===== config.mk =====
export PLATFORM = sky130hd
export DESIGN_NAME = fetch_buffer
export DESIGN_NICKNAME = d
export VERILOG_FILES = /design/src/rtl/fetch_buffer_pkg.sv /design/src/rtl/fetch_meta_fifo.sv /design/src/rtl/fetch_buffer.sv
export SDC_FILE = /design/constraint.sdc
export NUM_CORES = 2
export LEC_CHECK = 0
export CAP_MARGIN = 20
export CORE_UTILIZATION = 65
export DETAILED_ROUTE_END_ITERATION = 12
export DONT_BUFFER_PORTS = 1
export GPL_ROUTABILITY_DRIVEN = 1
export HOLD_SLACK_MARGIN = 0.12
export PLACE_DENSITY_LB_ADDON = 0.25
export SYNTH_ARGS = -nofsm -noshare
export SYNTH_HDL_FRONTEND = slang
export SYNTH_SLANG_ARGS = --single-unit

===== constraint.sdc =====
create_clock -name clk -period 16.91 [get_ports clk]
set_input_delay 2.5365 -clock clk [delete_from_list [all_inputs] [get_ports clk]]
set_output_delay 2.5365 -clock clk [all_outputs]
set_load 0.1 [all_outputs]

===== src/rtl/fetch_buffer_pkg.sv =====
// Shared types and default sizing for the instruction fetch buffer and its
// in-flight metadata queue.
package fetch_buffer_pkg;

  localparam int unsigned FBUF_DEPTH_DEF        = 16;
  localparam int unsigned FBUF_MAX_INFLIGHT_DEF = 2;

  typedef struct packed {
    logic [31:0] pc;
    logic [31:0] inst;
  } fbuf_entry_t;

  typedef struct packed {
    logic [31:0] pc;
    logic        two;
  } fbuf_meta_t;

endpackage


===== src/rtl/fetch_meta_fifo.sv =====
// In-order queue of outstanding ICache fetch descriptors; clear empties it
// in one cycle when the fetch stream is redirected.
module fetch_meta_fifo
  import fetch_buffer_pkg::*;
#(
  parameter int unsigned DEPTH = FBUF_MAX_INFLIGHT_DEF
) (
  input  logic                         clk,
  input  logic                         reset,
  input  logic                         push,
  input  logic                         pop,
  input  logic                         clear,
  input  fbuf_meta_t                   wdata,
  output fbuf_meta_t                   rdata,
  output logic                         empty,
  output logic                         full,
  output logic [$clog2(DEPTH+1)-1:0]   count
);

  localparam int unsigned PTR_W = (DEPTH > 1) ? $clog2(DEPTH) : 1;
  localparam int unsigned CNT_W = $clog2(DEPTH + 1);

  fbuf_meta_t       mem [DEPTH];
  logic [PTR_W-1:0] rd_ptr;
  logic [PTR_W-1:0] wr_ptr;
  logic             do_push;
  logic             do_pop;

  // Pointers wrap explicitly so DEPTH need not be a power of two.
  function automatic logic [PTR_W-1:0] ptr_inc(input logic [PTR_W-1:0] p);
    return (p == PTR_W'(DEPTH - 1)) ? '0 : p + PTR_W'(1);
  endfunction

  assign empty   = (count == '0);
  assign full    = (count == CNT_W'(DEPTH));
  assign do_push = push && !full;
  assign do_pop  = pop && !empty;
  assign rdata   = mem[rd_ptr];

  always_ff @(posedge clk) begin
    if (reset || clear) begin
      rd_ptr <= '0;
      wr_ptr <= '0;
      count  <= '0;
    end else begin
      if (do_push) wr_ptr <= ptr_inc(wr_ptr);
      if (do_pop)  rd_ptr <= ptr_inc(rd_ptr);
      count <= count + CNT_W'(do_push) - CNT_W'(do_pop);
    end
  end

  always_ff @(posedge clk) begin
    if (do_push) mem[wr_ptr] <= wdata;
  end

endmodule


===== src/rtl/fetch_buffer.sv =====
// Instruction fetch buffer: circular queue of {pc, inst} fed by in-order
// ICache responses. Define FETCH_BUFFER_BYPASS_EN to forward a response
// landing in an empty queue straight to the outputs in the same cycle.
module fetch_buffer
  import fetch_buffer_pkg::*;
#(
  parameter int unsigned DEPTH        = FBUF_DEPTH_DEF,
  parameter int unsigned MAX_INFLIGHT = FBUF_MAX_INFLIGHT_DEF
) (
  input  logic                     clk,
  input  logic                     reset,
  input  logic                     req_fire,
  input  logic [31:0]              req_pc,
  input  logic                     req_two,
  input  logic                     resp_valid,
  input  logic [63:0]              resp_data,
  input  logic                     flush,
  output logic                     can_issue,
  output logic [1:0]               out_valid,
  output logic [31:0]              out_inst0,
  output logic [31:0]              out_inst1,
  output logic [31:0]              out_pc0,
  output logic [31:0]              out_pc1,
  input  logic [1:0]               out_pop,
  output logic [$clog2(DEPTH):0]   count
);

  localparam int unsigned IDX_W  = $clog2(DEPTH);
  localparam int unsigned PTR_W  = IDX_W + 1;
  localparam int unsigned ICNT_W = $clog2(MAX_INFLIGHT + 1);
  localparam int unsigned DROP_W = $clog2(MAX_INFLIGHT + 2);

  fbuf_meta_t        meta_wdata;
  fbuf_meta_t        meta_rdata;
  logic              meta_push;
  logic              meta_pop;
  logic              meta_empty;
  logic              meta_full;
  logic [ICNT_W-1:0] meta_cnt;

  logic [PTR_W-1:0]  head_q, tail_q, head_n, tail_n, count_n;
  logic [DROP_W-1:0] drop_q, drop_n, drop_old;
  logic [ICNT_W-1:0] inflight_n;
  logic              can_issue_n;
  logic              wr_en;

  fbuf_entry_t       mem [DEPTH];
  fbuf_entry_t       wr_e0, wr_e1, slot0, slot1;
  logic [IDX_W-1:0]  tail_idx0, tail_idx1, head_idx0, head_idx1;
  logic [1:0]        vld;

  assign meta_wdata = '{pc: req_pc, two: req_two};

  fetch_meta_fifo #(
    .DEPTH (MAX_INFLIGHT)
  ) u_meta (
    .clk   (clk),
    .reset (reset),
    .push  (meta_push),
    .pop   (meta_pop),
    .clear (flush),
    .wdata (meta_wdata),
    .rdata (meta_rdata),
    .empty (meta_empty),
    .full  (meta_full),
    .count (meta_cnt)
  );

  assign tail_idx0 = tail_q[IDX_W-1:0];
  assign tail_idx1 = tail_idx0 + IDX_W'(1);
  assign head_idx0 = head_q[IDX_W-1:0];
  assign head_idx1 = head_idx0 + IDX_W'(1);
  assign wr_e0     = '{pc: meta_rdata.pc,          inst: resp_data[31:0]};
  assign wr_e1     = '{pc: meta_rdata.pc + 32'd4,  inst: resp_data[63:32]};
  assign count     = tail_q - head_q;

  // Next-state pointers, drop counter and issue credit.
  always_comb begin
    wr_en      = 1'b0;
    meta_push  = 1'b0;
    meta_pop   = 1'b0;
    head_n     = head_q;
    tail_n     = tail_q;
    drop_n     = drop_q;
    drop_old   = drop_q + DROP_W'(meta_cnt);
    inflight_n = meta_cnt;
    if (flush) begin
      // Everything still unanswered (old drops, in-flight, this cycle's fire)
      // becomes a drop; a response this cycle answers the oldest of them.
      head_n     = tail_q;
      drop_n     = drop_old - DROP_W'(resp_valid && (drop_old != '0)) + DROP_W'(req_fire);
      inflight_n = '0;
    end else begin
      wr_en     = resp_valid && (drop_q == '0) && !meta_empty && !reset;
      meta_pop  = wr_en;
      meta_push = req_fire && !meta_full;
      if (resp_valid && (drop_q != '0)) drop_n = drop_q - DROP_W'(1);
      head_n = head_q + PTR_W'(out_pop);
      if (wr_en) tail_n = tail_q + (meta_rdata.two ? PTR_W'(2) : PTR_W'(1));
      inflight_n = meta_cnt + ICNT_W'(meta_push) - ICNT_W'(meta_pop);
    end
    count_n     = tail_n - head_n;
    can_issue_n = (int'(inflight_n) < int'(MAX_INFLIGHT)) && (drop_n == '0) &&
                  (int'(DEPTH) - int'(count_n) - 2 * int'(inflight_n) >= 2);
  end

  always_ff @(posedge clk) begin
    if (reset) begin
      head_q    <= '0;
      tail_q    <= '0;
      drop_q    <= '0;
      can_issue <= 1'b0;
    end else begin
      head_q    <= head_n;
      tail_q    <= tail_n;
      drop_q    <= drop_n;
      can_issue <= can_issue_n;
    end
  end

  always_ff @(posedge clk) begin
    if (wr_en) begin
      mem[tail_idx0] <= wr_e0;
      if (meta_rdata.two) mem[tail_idx1] <= wr_e1;
    end
  end

  // A response nobody asked for is an upstream protocol error.
  always_ff @(posedge clk) begin
    if (!reset) assert (!(resp_valid && (drop_q == '0) && meta_empty));
  end

  // Output view of the two oldest entries; invalid slots read as zero.
  always_comb begin
    slot0 = mem[head_idx0];
    slot1 = mem[head_idx1];
    vld   = (count > PTR_W'(1)) ? 2'b11 : ((count == PTR_W'(1)) ? 2'b01 : 2'b00);
`ifdef FETCH_BUFFER_BYPASS_EN
    if ((count == '0) && wr_en) begin
      slot0 = wr_e0;
      slot1 = wr_e1;
      vld   = meta_rdata.two ? 2'b11 : 2'b01;
    end
`endif
    out_valid = vld;
    out_inst0 = vld[0] ? slot0.inst : '0;
    out_pc0   = vld[0] ? slot0.pc   : '0;
    out_inst1 = vld[1] ? slot1.inst : '0;
    out_pc1   = vld[1] ? slot1.pc   : '0;
  end

endmodule


==> results.cfg <==
[run_status]
status = complete, no violations

[drt]
num_vias = 47055
drt-initial-drc-count = 8046
firstDrtPassIters = 6
routed_wl_um = 210000
routedWlPerCell_um = 32.1
route.detailed.drc = 0
via_per_inst = 7.18
detail-route-antenna-nets = 0

[final_layout]
postLayoutCellArea_sq_um = 70800
multiInputGateArea_sq_um = 30900
fill_cells = 6332
final_nets = 5303
final_common_cell = nand2_1
final_core_util_pct = 71.7
syn_to_final_growth_pct = 8.92
final_cell_mix = nand2_1, edfxtp_1, mux4_2
regArea_sq_um = 33100
drive_gt1_share_pct = 20.4
layout.cells.non_filler = 6557

[synth]
yosys_warnings = 0
avgSynthCellArea_sq_um = 11.9
async_flop_share_pct = 0
yosys.area_share.simple_pct = 14.7
synth_compound_area_share_pct = 3.25
ys_seq_elements = 1108
ys_seq_area_share_pct = 50.9
synth_xor_area_share_pct = 5.42
synth-edff-count = 1090
synthMuxAreaShare_pct = 21.5
synthFlopType = edfxtp_1
syn-num-nets = 5596
synth_area_sq_um = 65000
netlist_instances = 5462
yosysUniqueCellTypes = 64
synth_fa_ha_area_share_pct = 0.635
synth_top_family_by_area = multiplexers

[grt]
antenna_found_initial = 6
grt_pass1_wl_um = 306000
overflow = 0
grt_usage_pct = 41.6
grt_pass1_vias = 46922
grt_max_degree = 140

[cts]
cts_resized = 0
cts.path.max_buffers = 3
clock_latency_ns = 0.73
cts_buffers = 116
postCtsSetupBuffers = 0
clkSinkCount = 1108
cts_tree = built
htree_levels = 3
path_clk_slew_ns = 0.06
holdBufCountCts = 0
cts-root-buf = clkbuf_16

[timing]
fin_crit_ns = 8.47
tightest_slew_ns = 1.28
finalSetupTns_ns = 0
setup-violations-final = 0
slew_headroom_pct = 14.5
clock-skew-final_ns = 0.0324
hold_viol = 0
rsz0062_at_grt = false
clock.fmax_mhz = 118
finalMaxSlewViolations = 0
timing.final.crit_share_pct = 50.1

[setup_path]
r2r_cells = 14
crit_type = register to output pin
crit_path_start_kind = register
crit_fanout = 68
crit_path_end_kind = output pin
rr_endpoint = can_issue
crit_required_ns = 14.37
worstPathArrival_ns = 5.94
reg2reg_setup_slack_ns = 12.13

[pwr]
p_seq_share_pct = 44.8
power.leakage_nw = 23.8
ir_worst_vdd_mv = 0.0938
switchingPower_mw = 1.98
switching_share_pct = 29.2
comb_power_share_pct = 17.9
clkPwrFrac_pct = 37.3
p_int_mw = 4.80
power_density_nw_per_um2 = 95.7

[floorplanning]
core_area_sq_um = 98700
die_y_um = 318
pin_count = 240
start_util_pct = 65.8
dieArea_sq_um = 101000
row_count = 115
die_w_um = 318

[placement]
dp_hpwl_um = 115000
dp.cells = 6327
port_buffers = 0
placed_area_sq_um = 66900
place_congestion = 0.847

[min_path]
min_path_type = register to register
hp-start = u_meta.rd_ptr
whs_endpoint = u_meta.rd_ptr
min_delay_path_depth = 2

[run]
cap_violations = 0
## flip-flops by register name (all words and copies together) (netlist names), named ones only
name and count:
u_meta.wr_ptr 1, drop_q 2, u_meta.mem 66, u_meta.rd_ptr 1, mem 1024, head_q 5
tail_q 5, u_meta.count 2, can_issue 1
## power by group through the flow
stage                     Combinational (mW)  Clock [mW]  Sequential, mW
after detailed placement                1.19           0            3.10
after global routing                    1.25        2.62            3.04
final                                   1.21        2.53            3.04
after floorplan                        0.965           0            3.09
after global placement                  1.16           0            3.10
after CTS                               1.19        2.51            3.04
## final cells by class
type | instances | area share (%)
flip-flops and latches | 1108 | 46.8
multi-input cells | 3756 | 43.6
clock buffers | 141 | 4.26
well taps | 1287 | 2.27
repair buffers | 158 | 2.00
clock inverters | 75 | 0.910
inverters | 29 | 0.161
diodes | 3 | 0.0106
## how the worst max path moves through the flow
stage,from,to,slack [ns],depth (start not counted)
5_1_grt,head_q[0],out_inst0[29],8.11,6
6_report,head_q[0],out_inst0[26],8.44,6
3_3_place_gp,head_q[0],out_inst0[26],9.32,6
4_1_cts,head_q[0],out_inst0[29],8.39,6
2_1_floorplan,flush,mem[0][0],8.13,6
3_5_place_dp,head_q[0],out_inst0[29],9.13,6
## through the flow
step	worst slack, ns	hold WS [ns]	total power, mW
floorplan	8.13	0.481	4.05
global placement	9.32	0.499	4.25
detailed placement	9.13	0.501	4.28
CTS	8.39	0.522	6.74
global route	8.11	0.575	6.91
finish	8.44	0.518	6.77
## layer usage
metal	vias up	global-route usage (%)	part of all wire (%)
li1	18971	-	-
met1	22989	53.6	32
met2	4252	64.4	46
met3	837	12.3	16
met4	6	21.6	5.9
met5	-	0	0.011
## cells in the mapped netlist (22+ instances only)
cell type / n / area share [%]
mux2i_1: 87 / 1.3
nand2_1: 1707 / 9.9
ha_1: 25 / 0.48
xor2_1: 132 / 1.8
mux4_2: 576 / 20
o21ai_0: 22 / 0.17
nor2_1: 315 / 1.8
and2_1: 72 / 0.69
nor2b_1: 79 / 0.76
a21oi_1: 142 / 1.1
a211oi_1: 129 / 1.5
buf_2: 45 / 0.35
buf_1: 121 / 0.70
edfxtp_1: 1090 / 50
nor3_1: 55 / 0.42
nand3_1: 22 / 0.17
xnor2_1: 260 / 3.5
inv_1: 27 / 0.16
clkbuf_1: 393 / 2.3
## critical path: stages (launching register included)
cell and delay (ns):
dfxtp_4 0.74, buf_4 0.87, buf_4 0.91, buf_4 0.93, mux4_2 0.62, mux4_2 0.48, and2_1 0.51
## cell families (layout without fill, tap and decap cells)
family	after synthesis	count (layout)
AO/OA/AOI/OAI	330	330
multiplexers	672	672
flip-flops	1108	1108
XOR/XNOR	396	396
buffers and inverters	598	403
adder cells (fa/ha/maj)	30	30
AND/OR/NAND/NOR	2328	2328
other	0	3
No activity file was read; power rests on OpenSTA's default activity.
